**src/rtl/nn_pkg.sv**
```systemverilog
// nn_pkg: shared defaults, sequencer state and default-width result entry for the digit network
package nn_pkg;
  localparam int DATA_W_DEF      = 16;
  localparam int OUT_CLASSES_DEF = 10;
  typedef enum logic [1:0] {IDLE, STREAM, WAIT_RES} seq_state_t;
  function automatic int clog2_min1(input int n);
    return ($clog2(n) > 1) ? $clog2(n) : 1;
  endfunction
  typedef struct packed {
    logic [0:0]                         img;
    logic [$clog2(OUT_CLASSES_DEF)-1:0] cls;
  } res_entry_t;
endpackage

```
**src/rtl/nn_res_fifo.sv**
```systemverilog
// nn_res_fifo: first-word fall-through result FIFO; a push into a full FIFO is taken only alongside a pop
module nn_res_fifo #(
  parameter int W     = 8,
  parameter int DEPTH = 4
) (
  input  logic         clk,
  input  logic         rst_n,
  input  logic         push_i,
  input  logic [W-1:0] data_i,
  input  logic         pop_i,
  output logic [W-1:0] data_o,
  output logic         full_o,
  output logic         empty_o
);
  localparam int AW = $clog2(DEPTH);
  localparam int CW = AW + 1;
  logic [W-1:0]  mem_q [DEPTH];
  logic [AW-1:0] wr_q, rd_q;
  logic [CW-1:0] cnt_q;
  logic          wr, rd;
  assign empty_o = cnt_q == '0;
  assign full_o  = cnt_q == CW'(DEPTH);
  assign rd      = pop_i & ~empty_o;
  assign wr      = push_i & (~full_o | rd);
  assign data_o  = mem_q[rd_q];
  always_ff @(posedge clk) if (wr) mem_q[wr_q] <= data_i;
  always_ff @(posedge clk) begin
    if (!rst_n) begin
      wr_q  <= '0;
      rd_q  <= '0;
      cnt_q <= '0;
    end else begin
      wr_q  <= wr_q + AW'(wr);
      rd_q  <= rd_q + AW'(rd);
      cnt_q <= cnt_q + CW'(wr) - CW'(rd);
    end
  end
endmodule

```
**src/rtl/nn_infer_seq.sv**
```systemverilog
// nn_infer_seq: streams NUM_IMAGES images from memory into the network and queues each class
// result with its image index; single-pass or continuous runs, stop at set boundaries, result timeout.
module nn_infer_seq
  import nn_pkg::*;
#(
  parameter int  DATA_W      = DATA_W_DEF,
  parameter int  OUT_CLASSES = OUT_CLASSES_DEF,
  parameter int  NUM_IMAGES  = 1,
  parameter int  RES_DEPTH   = 4,
  parameter int  TIMEOUT     = 4096,
  localparam int OUT_W       = $clog2(OUT_CLASSES),
  localparam int IMG_W       = clog2_min1(NUM_IMAGES)
) (
  input  logic              clk,
  input  logic              rst_n,
  input  logic              start,
  input  logic              cont,
  input  logic              stop,
  output logic              mem_ren,
  output logic [IMG_W-1:0]  mem_img,
  input  logic              mem_valid,
  input  logic [DATA_W-1:0] mem_data,
  input  logic              mem_last,
  output logic              net_valid,
  output logic [DATA_W-1:0] net_data,
  input  logic              net_out_valid,
  input  logic [OUT_W-1:0]  net_out_data,
  output logic              res_valid,
  output logic [OUT_W-1:0]  res_data,
  output logic [IMG_W-1:0]  res_img,
  input  logic              res_ready,
  output logic              busy,
  output logic              done,
  output logic              overflow,
  output logic              timeout,
  output logic [3:0]        led
);
  localparam int               TW       = clog2_min1(TIMEOUT + 1);
  localparam logic [IMG_W-1:0] LAST_IMG = IMG_W'(NUM_IMAGES - 1);
  typedef struct packed {
    logic [IMG_W-1:0] img;
    logic [OUT_W-1:0] cls;
  } res_t;
  seq_state_t        state_q;
  logic              start_q, stop_req_q, done_q, overflow_q, timeout_q, net_valid_q;
  logic [IMG_W-1:0]  img_q;
  logic [TW-1:0]     tcnt_q;
  logic [DATA_W-1:0] net_data_q;
  logic [3:0]        led_q;
  logic              start_edge, push, pop, full, empty, expired;
  res_t              res_in, res_out;
  assign start_edge = start & ~start_q;
  assign push       = (state_q == WAIT_RES) & net_out_valid;
  assign pop        = ~empty & res_ready;
  assign expired    = (TIMEOUT != 0) && (tcnt_q == TW'(TIMEOUT));
  assign res_in     = '{img: img_q, cls: net_out_data};
  assign mem_ren    = state_q == STREAM;
  assign mem_img    = img_q;
  assign net_valid  = net_valid_q;
  assign net_data   = net_data_q;
  assign res_valid  = ~empty;
  assign res_data   = res_out.cls;
  assign res_img    = res_out.img;
  assign busy       = state_q != IDLE;
  assign done       = done_q;
  assign overflow   = overflow_q;
  assign timeout    = timeout_q;
  assign led        = led_q;
  nn_res_fifo #(.W($bits(res_t)), .DEPTH(RES_DEPTH)) u_fifo (
    .clk     (clk),
    .rst_n   (rst_n),
    .push_i  (push),
    .data_i  (res_in),
    .pop_i   (pop),
    .data_o  (res_out),
    .full_o  (full),
    .empty_o (empty)
  );
  always_ff @(posedge clk) begin
    if (!rst_n) begin
      state_q     <= IDLE;
      start_q     <= 1'b0;
      stop_req_q  <= 1'b0;
      done_q      <= 1'b0;
      overflow_q  <= 1'b0;
      timeout_q   <= 1'b0;
      net_valid_q <= 1'b0;
      net_data_q  <= '0;
      img_q       <= '0;
      tcnt_q      <= '0;
      led_q       <= '0;
    end else begin
      start_q     <= start;
      net_valid_q <= mem_valid;
      net_data_q  <= mem_data;
      done_q      <= 1'b0;
      if (push && full && !pop) overflow_q <= 1'b1;
      if (state_q != IDLE && stop) stop_req_q <= 1'b1;
      case (state_q)
        IDLE: if (start_edge) begin
          state_q    <= STREAM;
          img_q      <= '0;
          overflow_q <= 1'b0;
          timeout_q  <= 1'b0;
          stop_req_q <= 1'b0;
        end
        STREAM: if (mem_valid && mem_last) begin
          state_q <= WAIT_RES;
          tcnt_q  <= '0;
        end
        WAIT_RES: begin
          tcnt_q <= tcnt_q + 1'b1;
          // a result arriving on the expiry cycle still counts
          if (net_out_valid) begin
            led_q <= 4'(net_out_data);
            if (img_q < LAST_IMG) begin
              img_q   <= img_q + 1'b1;
              state_q <= STREAM;
            end else if (cont && !stop_req_q) begin
              img_q   <= '0;
              state_q <= STREAM;
            end else begin
              state_q <= IDLE;
              done_q  <= 1'b1;
            end
          end else if (expired) begin
            timeout_q <= 1'b1;
            state_q   <= IDLE;
          end
        end
        default: state_q <= IDLE;
      endcase
    end
  end
endmodule
```
**config.mk**
```make
export PLATFORM = sky130hd
export DESIGN_NAME = nn_infer_seq
export DESIGN_NICKNAME = d
export VERILOG_FILES = /design/src/rtl/nn_pkg.sv /design/src/rtl/nn_res_fifo.sv /design/src/rtl/nn_infer_seq.sv
export SDC_FILE = /design/constraint.sdc
export NUM_CORES = 1
export LEC_CHECK = 0
export BUFFER_PORTS_ARGS = -buffer_cell sky130_fd_sc_hd__buf_2
export CORE_ASPECT_RATIO = 1.1
export CORE_MARGIN = 8
export CORE_UTILIZATION = 57
export CTS_CLUSTER_SIZE = 14
export DETAILED_ROUTE_END_ITERATION = 7
export PLACE_DENSITY = 0.84
export SYNTH_ARGS = -nofsm -noshare
export SYNTH_HDL_FRONTEND = slang
export SYNTH_SLANG_ARGS = --single-unit
```
**constraint.sdc**
```tcl
create_clock -name clk -period 3.1 [get_ports clk]
set_input_delay 0.31 -clock clk [delete_from_list [all_inputs] [get_ports clk]]
set_output_delay 0.31 -clock clk [all_outputs]
set_load 0.02 [all_outputs]
```
==> run_results.csv, run 1 <==
group,metric,value,unit
clock_network,cts-root-buf,"clkbuf_8",
clock_network,tritoncts,"yes",
synthesis,yosys_warnings,0,
route,wl_per_cell,16.1,um
synthesis,async_reset_ff_share,0,%
synthesis,synth_area_per_cell,11.1,um2
placement,hpwl,4040,um
clock_network,postCtsHoldBufs,0,
route,dr.pass1.iters,4,
route,drtAntennaViolNets,0,
sta,slew_violations,0,
route,via_per_inst,5.53,
grt,antenna_found_initial,0,
placement,place_congestion,0.866,
cells_and_area,fin_nets,325,
route,vias,1945,
route,drc_errors,0,
clock_network,cts-resized-gates,0,
setup_path,r2r-start,"u_fifo.cnt_q[2]$_SDFF_PN0_",
hold_path,hold_path_end,"net_data[14]$_SDFF_PN0_",
synthesis,synth.most_common_cell,"dfxtp_1",
power,ir_drop,502,uV
die,die_y,86.9,um
sta,min_period_over_period,70.7,%
outcome,status,"finished, final reports clean",
synthesis,ys_seq_area_share,55.3,%
grt,grt_usage,16.8,%
hold_path,worstHoldStart,"mem_data[14]",
synthesis,synth-edff-count,16,
die,die_area,7000,um2
die,fp.coreArea,4520,um2
synthesis,synth_top_area_cell,"dfxtp_1",
clock_network,path_clk_slew,0.07,ns
sta,relSlewSlack,39.4,%
synthesis,ys.flop_type,"dfxtp_1",
grt,grt_pass1_wl,8960,um
run,maxCapViolCount,0,
sta,finalHoldViolCount,0,
sta,tns,0,ns
setup_path,crit_fanout,5,
synthesis,synth_common_cells,"dfxtp_1 (48), and2_1 (21), edfxtp_1 (16), nand3_1 (16), a21oi_1 (13)",
cells_and_area,drive_gt1_share,28.0,%
clock_network,post_cts_buffers,0,
setup_path,reg2reg_to,"u_fifo.cnt_q[2]$_SDFF_PN0_",
synthesis,syn_area,2610,um2
sta,rsz0062_at_grt,"false",
cells_and_area,antenna_cells,0,
clock_network,clkSinkCount,64,
grt,grt_max_degree,31,
sta,max_slew.worst_pin.slew,0.907,ns
die,die_w,80.5,um
synthesis,ys_ff_latch,64,
clock_network,cts_buffers,9,
synthesis,synthTopCellsByArea,"dfxtp_1 (37%), edfxtp_1 (18%), and2_1 (5.0%)",
setup_path,reg2reg_setup_slack,0.91,ns
cells_and_area,area_growth,19.1,%
synthesis,synth_cells,234,
sta,skew,0.00813,ns
grt,grt_overflow,0,
sta,max_freq,456,MHz
sta,fin_crit,2.19,ns
setup_path,start_kind,"register",
route,drt_first_iter_violations,101,
setup_path,worstRegToRegCells,8,
sta,whs,0.181,ns
power,power_density,631,nW/um2
clock_network,clk_path_buf_depth,2,
die,start_util,57.7,%
hold_path,min_path_cells,2,
die,ios,62,
setup_path,arrival,2.42,ns
hold_path,hold_path_class,"in2reg",
clock_network,insertion_delay,0.33,ns
placement,portBuffers,59,
clock_network,htree_num_levels,3,
route,finalWirelength,5670,um
synthesis,yosys.area.top_type_share,36.9,%
synthesis,ys_types,51,
sta,setup_viol,0,
cells_and_area,fillerInstances,347,
power,leakage,1.28,nW
setup_path,cp.required,3.33,ns
setup_path,endpoint_kind,"register",
die,placementRows,26,
setup_path,crit_type,"reg2reg",
grt,grt_pass1_vias,1932,
==> kinds of logic (layout without fill, tap and decap cells) <==
group	count (synthesis)	in the layout	share of synthesized area, %
buf+inv	23	84	4.41
flops	64	64	55.3
mux	7	7	4.61
fa+ha+maj	5	5	2.69
simple gates	96	96	22.7
xor+xnor	5	5	1.68
other cells	1	2	0.144
compound gates	33	33	8.49
==> worst max path at each step <==
stage | cells past startpoint | slack, ns | end | startpoint
6_report | 8 | 0.91 | u_fifo.cnt_q[2]$_SDFF_PN0_ | u_fifo.cnt_q[2]$_SDFF_PN0_
5_1_grt | 8 | 0.73 | u_fifo.cnt_q[2]$_SDFF_PN0_ | u_fifo.cnt_q[2]$_SDFF_PN0_
4_1_cts | 8 | 0.87 | u_fifo.cnt_q[2]$_SDFF_PN0_ | u_fifo.cnt_q[2]$_SDFF_PN0_
3_5_place_dp | 9 | 0.83 | u_fifo.cnt_q[2]$_SDFF_PN0_ | res_ready
3_3_place_gp | 9 | 0.88 | u_fifo.cnt_q[2]$_SDFF_PN0_ | res_ready
2_1_floorplan | 8 | 0.98 | u_fifo.cnt_q[2]$_SDFF_PN0_ | u_fifo.cnt_q[0]$_SDFF_PN0_
==> placed cells by master (no fill, tap or decap), drive strengths merged, types with 2 or more instances in the layout <==
cell type  Yosys  layout
mux2i          3       3
xnor2          3       3
a21oi         13      13
o211ai         2       2
nand2         11      11
or2            2       2
nand4          4       4
nor4           6       6
inv            9       9
xor2           2       2
conb           1       2
or4            3       3
ha             4       4
nand3         17      17
and3           2       2
o311ai         3       3
nand2b         4       4
o21a           2       2
edfxtp        16      16
nor2b          3       3
nor2           7       7
o31ai          2       2
clkbuf         5      13
and2          21      21
buf            9      59
mux4           4       4
a31oi          3       3
dfxtp         48      48
nor3b          3       3
clkinv         0       2
nor3           2       2
nand4b         3       3
or3            3       3
or3b           2       2
==> layer usage <==
layer	share of wire (%)	wire [um]	track usage (%)
met5	0	0	0
met4	1.4	82	7.62
met3	5.1	287	5.17
met2	54	3060	29.2
met1	39	2240	17.9
==> area by class of cell <==
| type | instances | area, um2 | area share, % |
|---|---|---|---|
| Tap cell | 56 | 70.1 | 2.26 |
| Timing Repair Buffer | 59 | 295 | 9.51 |
| Clock inverter | 3 | 40.0 | 1.29 |
| Inverter | 9 | 33.8 | 1.09 |
| Sequential cell | 64 | 1440 | 46.4 |
| Clock buffer | 13 | 169 | 5.44 |
| Multi-Input combinational cell | 148 | 1050 | 34.0 |
==> power by group <==
group          total (mW)  internal [mW]  switching, mW
sequential          0.939          0.893         0.0461
combinational       0.286          0.136          0.151
clock               0.735          0.435          0.300
total                1.96           1.46          0.497
==> flip-flops by register name (all words and copies together) (netlist names) <==
name          count
net_data         16
u_fifo.mem_q     16
tcnt_q           13
led               4
u_fifo.cnt_q      3
state_q           2
u_fifo.rd_q       2
u_fifo.wr_q       2
done              1
net_valid         1
overflow          1
start_q           1
stop_req_q        1
timeout           1
==> worst max-delay path: stages, from the launching register on <==
cell     delay [ns]
dfxtp_1        0.41
nor4b_1        0.35
or2_1          0.24
inv_2          0.07
ha_1           0.21
fa_1           0.38
xnor2_1        0.16
xnor2_1        0.13
and2_1         0.15
==> per-stage QoR <==
step	total power [mW]	util, %	cell area (um2)	std cells	setup slack [ns]
finish	1.96	68.6	3100	352	0.909
global route	2.04	68.6	3100	352	0.728
CTS	1.98	68.6	3100	352	0.875
detailed placement	1.25	64.0	2900	336	0.828
global placement	1.23	64.0	2900	336	0.879
floorplan	1.16	-	2610	235	0.983
Power figures use the tool's default switching activity.
==> run 2: changes to the inputs <==
Settings changed: CORE_UTILIZATION 57 to 47, PLACE_DENSITY 0.84 to 0.74.
Clock period 3.1 ns to 1.9 ns, I/O delays scaled along.
==> run_results.csv, run 2 (synthesis results as in run 1) <==
group,metric,value,unit
placement,dp_cells,372,
power,leakage,1.38,nW
route,vias,1968,
power,power_frac_seq,44.4,%
cells_and_area,antenna_cells,0,
placement,dp_slack,-0.0911,ns
power,power_density,1040,nW/um2
setup_path,crit_type,"reg2reg",
die,fp.coreArea,5360,um2
setup_path,endpoint_kind,"register",
clock_network,tritoncts,"yes",
cells_and_area,final_cells,389,
clock_network,postCtsHoldBufs,0,
die,die_area,8190,um2
sta,tns,-0.0182,ns
setup_path,cpLargestDelayFamily,"simple AND/OR/NAND/NOR gates",
sta,worst_slack,-0.0182,ns
sta,max_slew.worst_pin.slew,0.659,ns
setup_path,reg2reg_to,"u_fifo.cnt_q[2]$_SDFF_PN0_",
route,drtAntennaViolNets,0,
outcome,status,"finished with violations",
setup_path,worst_path_most_repeated_cell,"xnor2_1",
die,die_w,87.0,um
cells_and_area,mostFrequentLayoutCell,"buf_2",
die,placementRows,28,
grt,grt_pass1_wl,8870,um
setup_path,worstRegToRegCells,8,
power,comb_power_share,16.2,%
placement,hpwl,4010,um
hold_path,hold_path_class,"in2reg",
route,wl_per_cell,14.4,um
route,drc_errors,0,
cells_and_area,multiInputGateArea,1080,um2
grt,grt_usage,14.2,%
cells_and_area,area_growth,27.4,%
sta,skew,0.00524,ns
clock_network,path_clk_slew,0.07,ns
cells_and_area,regArea,1450,um2
cells_and_area,fillerInstances,437,
clock_network,cts_buffers,9,
cells_and_area,fin_util,62.0,%
sta,slew_violations,0,
sta,fin_crit,1.92,ns
setup_path,critical_path_buf_inv_count,1,
sta,max_freq,521,MHz
power,p_int,2.61,mW
run,maxCapViolCount,0,
cells_and_area,stdcell_area,3320,um2
hold_path,hold_path_end,"net_data[0]$_SDFF_PN0_",
placement,dpl-instance-area,3060,um2
power,p_sw,0.841,mW
clock_network,insertion_delay,0.33,ns
cells_and_area,drive_gt1_share,34.1,%
setup_path,r2r-start,"u_fifo.cnt_q[0]$_SDFF_PN0_",
grt,grt_max_degree,30,
setup_path,slowest_delay,0.36,ns
sta,min_period_over_period,101,%
sta,finalHoldViolCount,0,
setup_path,crit_fanout,3,
die,ios,62,
sta,relSlewSlack,56.0,%
placement,place_congestion,0.816,
grt,antenna_found_initial,0,
clock_network,htree_num_levels,3,
route,dr.pass1.iters,4,
die,start_util,48.6,%
setup_path,slowest_stage,"dfxtp_4",
grt,grt_pass1_vias,1893,
setup_path,crit_path_cell_trace,"nor4b_4, or2_1, inv_2, ha_2, fa_2, xnor2_1, xnor2_1, and2_1",
hold_path,min_path_cells,2,
grt,grt_overflow,0,
power,power.share.clock,39.4,%
outcome,violations,"setup timing",
clock_network,clk_path_buf_depth,2,
placement,portBuffers,59,
route,finalWirelength,5620,um
power,switching_share,24.4,%
sta,rsz0062_at_grt,"true",
die,die_y,94.1,um
setup_path,start_kind,"register",
cells_and_area,fin_nets,343,
setup_path,arrival,2.14,ns
route,via_per_inst,5.06,
clock_network,cts-root-buf,"clkbuf_8",
power,ir_drop,535,uV
sta,setup_viol,1,
hold_path,worstHoldStart,"mem_data[0]",
setup_path,reg2reg_setup_slack,-0.02,ns
cells_and_area,layout_common_cells,"buf_2 (59), dfxtp_1 (46), and2_1 (21)",
route,drt_first_iter_violations,117,
setup_path,cp.required,2.13,ns
clock_network,clkSinkCount,64,
==> run 2: routing by layer <==
| metal | GRT usage [%] | share of wire, % | up-vias | wire length, um |
|---|---|---|---|---|
| li1 | - | - | 994 | - |
| met1 | 15.5 | 41 | 925 | 2330 |
| met2 | 23.4 | 51 | 40 | 2850 |
| met3 | 6.12 | 6.0 | 9 | 335 |
| met4 | 6.32 | 1.8 | 0 | 99 |
| met5 | 0 | 0 | - | 0 |
==> run 2: worst max path at each step <==
stage	from	endpoint	depth (start not counted)
after CTS	u_fifo.cnt_q[0]$_SDFF_PN0_	u_fifo.cnt_q[2]$_SDFF_PN0_	8
final	u_fifo.cnt_q[0]$_SDFF_PN0_	u_fifo.cnt_q[2]$_SDFF_PN0_	8
after detailed placement	u_fifo.cnt_q[2]$_SDFF_PN0_	u_fifo.cnt_q[2]$_SDFF_PN0_	8
after floorplan	u_fifo.cnt_q[1]$_SDFF_PN0_	u_fifo.cnt_q[2]$_SDFF_PN0_	8
after global routing	u_fifo.cnt_q[0]$_SDFF_PN0_	u_fifo.cnt_q[2]$_SDFF_PN0_	8
after global placement	u_fifo.cnt_q[2]$_SDFF_PN0_	u_fifo.cnt_q[2]$_SDFF_PN0_	8
==> run 2: timing repair <==
item                       CTS  global route
hold endpoints to repair     0             0
setup endpoints to repair    1             1
buffers inserted             0             1
pin swaps                    0             2
resized for setup            3             2
==> run 2: power by group through the flow <==
stage / registers [mW] / logic [mW] / clock network [mW]
2_1_floorplan: 1.55 / 0.375 / 0
3_3_place_gp: 1.55 / 0.535 / 0
3_5_place_dp: 1.55 / 0.548 / 0
4_1_cts: 1.53 / 0.557 / 1.39
5_1_grt: 1.54 / 0.613 / 1.45
6_report: 1.53 / 0.558 / 1.36
==> run 2: through the flow <==
stage	power [mW]	hold slack, ns
2_1_floorplan	1.92	0.289
3_3_place_gp	2.08	0.395
3_5_place_dp	2.10	0.399
4_1_cts	3.48	0.0472
5_1_grt	3.61	0.0476
6_report	3.45	0.0621
==> run 2: final cells by class <==
class	instances	area share, %
sequential	64	43.5
multi-input combinational	148	32.6
timing repair buffer	77	13.0
clock buffer	9	3.73
clock inverter	7	3.31
tap	75	2.82
inverter	9	1.02
